File: config.mk
export PLATFORM = sky130hd
export DESIGN_NAME = pipe_stage_vr
export DESIGN_NICKNAME = d
export VERILOG_FILES = /design/src/rtl/pipe_stage_vr.sv
export SDC_FILE = /design/constraint.sdc
export NUM_CORES = 1
export LEC_CHECK = 0
export ABC_AREA = 1
export CORE_MARGIN = 3
export CORE_UTILIZATION = 38
export DETAILED_ROUTE_END_ITERATION = 10
export PLACE_DENSITY = 0.76
export SETUP_SLACK_MARGIN = 0.1
export SKIP_CTS_REPAIR_TIMING = 1
export SLEW_MARGIN = 20
export SYNTH_ARGS = -nofsm -noshare
export SYNTH_HDL_FRONTEND = slang
export SYNTH_SLANG_ARGS = --single-unit
File: constraint.sdc
create_clock -name clk -period 4.6 [get_ports clk]
set_clock_uncertainty 0.1 [all_clocks]
set_input_delay 1.38 -clock clk [delete_from_list [all_inputs] [get_ports clk]]
set_output_delay 1.38 -clock clk [all_outputs]
set_load 0.02 [all_outputs]
File: src/rtl/pipe_stage_vr.sv
// Pipeline stage register with valid/ready handshake, synchronous flush and a stall counter.
// Define PIPE_STAGE_SKID_EN for a two-entry stage with a registered in_ready.
module pipe_stage_vr #(
  parameter int unsigned DATA_W = 96,
  parameter int unsigned CNT_W  = 16
) (
  input  logic              clk,
  input  logic              reset,
  input  logic              in_valid,
  output logic              in_ready,
  input  logic [DATA_W-1:0] in_data,
  input  logic              flush,
  output logic              out_valid,
  input  logic              out_ready,
  output logic [DATA_W-1:0] out_data,
  output logic [CNT_W-1:0]  stall_cnt
);

  logic              out_valid_q, out_valid_d;
  logic [DATA_W-1:0] out_data_q, out_data_d;
  logic [CNT_W-1:0]  stall_cnt_q, stall_cnt_d;
  logic              in_xfer;
  logic              main_load;

  assign in_xfer   = in_valid && in_ready;
  // Main register may take new content when empty or when its payload leaves this cycle.
  assign main_load = !out_valid_q || out_ready;

`ifdef PIPE_STAGE_SKID_EN
  logic              skid_valid_q, skid_valid_d;
  logic [DATA_W-1:0] skid_data_q, skid_data_d;

  // Ready comes straight from a flop, breaking the out_ready -> in_ready path.
  assign in_ready = !skid_valid_q;

  always_comb begin
    out_valid_d  = out_valid_q;
    out_data_d   = out_data_q;
    skid_valid_d = skid_valid_q;
    skid_data_d  = skid_data_q;
    if (flush) begin
      out_valid_d  = 1'b0;
      out_data_d   = '0;
      skid_valid_d = 1'b0;
      skid_data_d  = '0;
    end else if (main_load) begin
      if (skid_valid_q) begin
        // in_ready was low, so no new payload can arrive in this cycle.
        out_valid_d  = 1'b1;
        out_data_d   = skid_data_q;
        skid_valid_d = 1'b0;
      end else if (in_xfer) begin
        out_valid_d = 1'b1;
        out_data_d  = in_data;
      end else begin
        out_valid_d = 1'b0;
      end
    end else if (in_xfer) begin
      skid_valid_d = 1'b1;
      skid_data_d  = in_data;
    end
  end

  always_ff @(posedge clk or posedge reset) begin
    if (reset) begin
      skid_valid_q <= 1'b0;
      skid_data_q  <= '0;
    end else begin
      skid_valid_q <= skid_valid_d;
      skid_data_q  <= skid_data_d;
    end
  end
`else
  assign in_ready = out_ready || !out_valid_q;

  always_comb begin
    out_valid_d = out_valid_q;
    out_data_d  = out_data_q;
    if (flush) begin
      out_valid_d = 1'b0;
      out_data_d  = '0;
    end else if (main_load) begin
      if (in_xfer) begin
        out_valid_d = 1'b1;
        out_data_d  = in_data;
      end else begin
        out_valid_d = 1'b0;
      end
    end
  end
`endif

  // Saturating stall counter; flush deliberately leaves it alone.
  always_comb begin
    stall_cnt_d = stall_cnt_q;
    if (out_valid_q && !out_ready && (stall_cnt_q != {CNT_W{1'b1}})) begin
      stall_cnt_d = stall_cnt_q + CNT_W'(1);
    end
  end

  always_ff @(posedge clk or posedge reset) begin
    if (reset) begin
      out_valid_q <= 1'b0;
      out_data_q  <= '0;
      stall_cnt_q <= '0;
    end else begin
      out_valid_q <= out_valid_d;
      out_data_q  <= out_data_d;
      stall_cnt_q <= stall_cnt_d;
    end
  end

  assign out_valid = out_valid_q;
  assign out_data  = out_data_q;
  assign stall_cnt = stall_cnt_q;

endmodule

==> impl_summary.log <==
INFO  metric outcome = finished, final reports clean
INFO  metric rows = 41
INFO  metric syn_nets = 667
INFO  metric finalCritPeriodShare = 0.885
INFO  metric max-slew-margin-rel = 0.324
INFO  metric instances_no_fill = 955
INFO  metric cts.sink_count = 113
INFO  metric r2r-end = out_data[34]
INFO  metric yosys_register_bits = 113
INFO  metric first_global_vias = 4,483
INFO  metric sink_of_the_worst_hold_path = out_data[87]
INFO  metric area.growth.synth_to_final = 57.3%
INFO  metric worst_slew_pin_slew = 1.01 ns
INFO  metric final_antenna_net_count = 0
INFO  metric cp_data_arrival_time = 2.59 ns
INFO  metric final.min_clock_period = 4.07 ns
INFO  metric clk-insertion-delay-late = 0.40 ns
INFO  metric final_common_cell = clkdlybuf4s50_1
INFO  metric global_route.overflow_total = 0
INFO  metric number_of_antenna_violations_at_the_first_check_in_global_routing = 0
INFO  metric r2r_slack = 2.74 ns
INFO  metric critical-path-top-cell-by-count = clkdlybuf4s50_1
INFO  metric dp_hpwl = 9.68 mm
INFO  metric synth_cell_type_count = 26
INFO  metric finalHoldViolCount = 0
INFO  metric synthesis.yosys.warnings = 0
INFO  metric postLayoutSetupSlackWorst = 0.530 ns
INFO  metric cts-root-buf = clkbuf_16
INFO  metric setup_total_neg_slack = 0 ns
INFO  metric ctsHtreeMaxLevel = 4
INFO  metric pre_cts_ws = 0.527 ns
INFO  metric cts.reportedPaths.clkPinSlew = 0.05 ns
INFO  metric multi_input_comb_area = 0.00156 mm^2
INFO  metric gpl.final_weighted_congestion = 0.838
INFO  metric setup_viol_count_final = 0
INFO  metric timing.critical_path.to_type = primary output
INFO  metric avg_synthesized_cell_area = 8.83 um^2
INFO  metric die_height = 121 um
INFO  metric grt_setup_unrepaired = false
INFO  metric critPathSlowestCell = clkdlybuf4s50_1
INFO  metric worst_ir_drop_vdd = 0.217 mV
INFO  metric worst_setup_path_start_kind = primary input
INFO  metric netlist_area = 0.00499 mm^2
INFO  metric num-fill-cells = 1,071
INFO  metric top_level_port_count = 215
INFO  metric grt_max_degree = 108
INFO  metric setup.worst_path.class = in -> out
INFO  metric synth_cells = 565
INFO  metric grt_util_all_layers = 0.190
INFO  metric placeableCoreArea = 0.0127 mm^2
INFO  metric dr.pass1.iters = 4
INFO  metric source_of_the_worst_hold_timing_path = out_data[87]
INFO  metric net_total_in_the_final_layout = 873
INFO  metric cp_slowest_stage_delay = 0.61 ns
INFO  metric initial_utilization = 0.392
INFO  metric insertedDiodeCount = 0
INFO  metric hold-path-cell-count = 2
INFO  metric worstRegToRegCells = 6
INFO  metric r2r_start = out_valid
INFO  metric numCtsBuffers = 17
INFO  metric clockBufferDepth = 2
INFO  metric fp.dieArea = 0.0145 mm^2
INFO  metric timing_max_transition_violations_final = 0
INFO  metric hold_path.class = reg -> reg
INFO  metric crit_path_cell_trace = clkdlybuf4s50_1, inv_1, nand2_4, clkdlybuf4s50_1
INFO  metric powerDensity = 397 mW/mm^2
INFO  metric ff_latch_area = 0.00283 mm^2
INFO  metric grt_first_pass_wirelength = 22.1 mm
INFO  metric drt_iter0_markers = 364
INFO  metric proportion_of_layout_cells_with_a_drive_suffix_above_1 = 0.0702
INFO  metric cts_tree = built
INFO  metric clock.fmax = 246 MHz
INFO  metric sequential_area_share_after_synthesis = 0.567
INFO  metric layout.cells.most_common_list = clkdlybuf4s50_1 (214), dfrtp_1 (113), inv_1 (107)
INFO  metric postPlaceCellArea = 0.00722 mm^2
INFO  metric max_cap_viol_count = 0
INFO  metric vias = 4,520
INFO  metric worstPathMaxFanout = 5
INFO  metric final_cell_area = 0.00785 mm^2
INFO  metric die_w = 121 um
INFO  metric post_drt_wl_per_cell = 14.4 um
INFO  metric worst-endpoint-required = 3.12 ns
INFO  metric placement.io_buffers = 214
INFO  metric via_per_inst = 4.73
INFO  metric wirelength = 13.8 mm
INFO  metric route.detailed.drc = 0
INFO  metric power.leakage = 0.00346 uW
INFO  metric place.detailed.instances = 924
## cells by family after synthesis
| group | Yosys count | synth area share |
|---|---|---|
| AO/OA/AOI/OAI | 104 | 0.107 |
| XOR/XNOR | 6 | 0.0105 |
| adder cells (fa/ha/maj) | 1 | 0.00251 |
| buffers and inverters | 143 | 0.121 |
| flip-flops | 113 | 0.567 |
| AND/OR/NAND/NOR | 198 | 0.192 |
## synth_stat cells
cell	count	share of area
nand3b_1	3	0.0045
xor2_1	2	0.0035
inv_1	108	0.081
dfrtp_1	113	0.57
nand2_1	66	0.050
nand2_4	2	0.0045
o21ai_2	4	0.0070
nor3_1	1	0.0010
xnor2_1	4	0.0070
nand3_1	100	0.10
nand2_2	2	0.0025
o21ai_1	7	0.0070
nor2_2	5	0.0063
buf_6	1	0.0023
buf_2	12	0.012
nand4_4	1	0.0043
nor2_4	2	0.0045
buf_1	5	0.0038
a21oi_1	1	0.0010
clkbuf_1	2	0.0015
buf_4	12	0.018
inv_2	3	0.0023
nor2_1	12	0.0090
o21ai_0	92	0.092
nand4_1	4	0.0050
ha_1	1	0.0025
## area by class of cell
cell class                 count  share of cell area
clock buffer                  21              0.0600
clock inverter                10              0.0201
inverter                     111              0.0534
multi-input combinational    309               0.199
sequential                   113               0.360
tap                          172              0.0274
timing repair buffer         219               0.279
## critical path, delay by kind of cell
kind                   cells  cell delay, ns
buffers and inverters      3            1.13
AND/OR/NAND/NOR            1            0.08
## registers in the layout (all words and copies together) (netlist names)
| register | count |
|---|---|
| out_data | 96 |
| out_valid | 1 |
| stall_cnt | 16 |
## per-layer routing
metal  wire length (um)  track usage
met1               5680        0.236
met3                987       0.0505
met5                  0            0
met4                218       0.0758
met2               6880        0.316
## power by group
group / internal [uW] / switching [uW]
combinational: 281 / 300
clock: 943 / 441
sequential: 1080 / 68.7
total: 2300 / 810
## stage by stage
step	hold slack, ns	total power [uW]	utilization
floorplan	0.502	1440	-
global placement	0.410	1730	0.567
detailed placement	0.418	1750	0.567
CTS	0.434	3150	0.617
global route	0.448	3250	0.617
finish	0.428	3110	0.617
## how the worst max path moves through the flow
stage	start	to	slack [ns]	depth (start not counted)
3_5_place_dp	out_ready	in_ready	0.53	4
4_1_cts	out_ready	in_ready	0.53	4
2_1_floorplan	reset	out_data[0]	0.13	1
3_3_place_gp	out_ready	in_ready	0.52	4
6_report	out_ready	in_ready	0.53	4
5_1_grt	out_ready	in_ready	0.50	4
No activity file was read; power rests on OpenSTA's default activity.
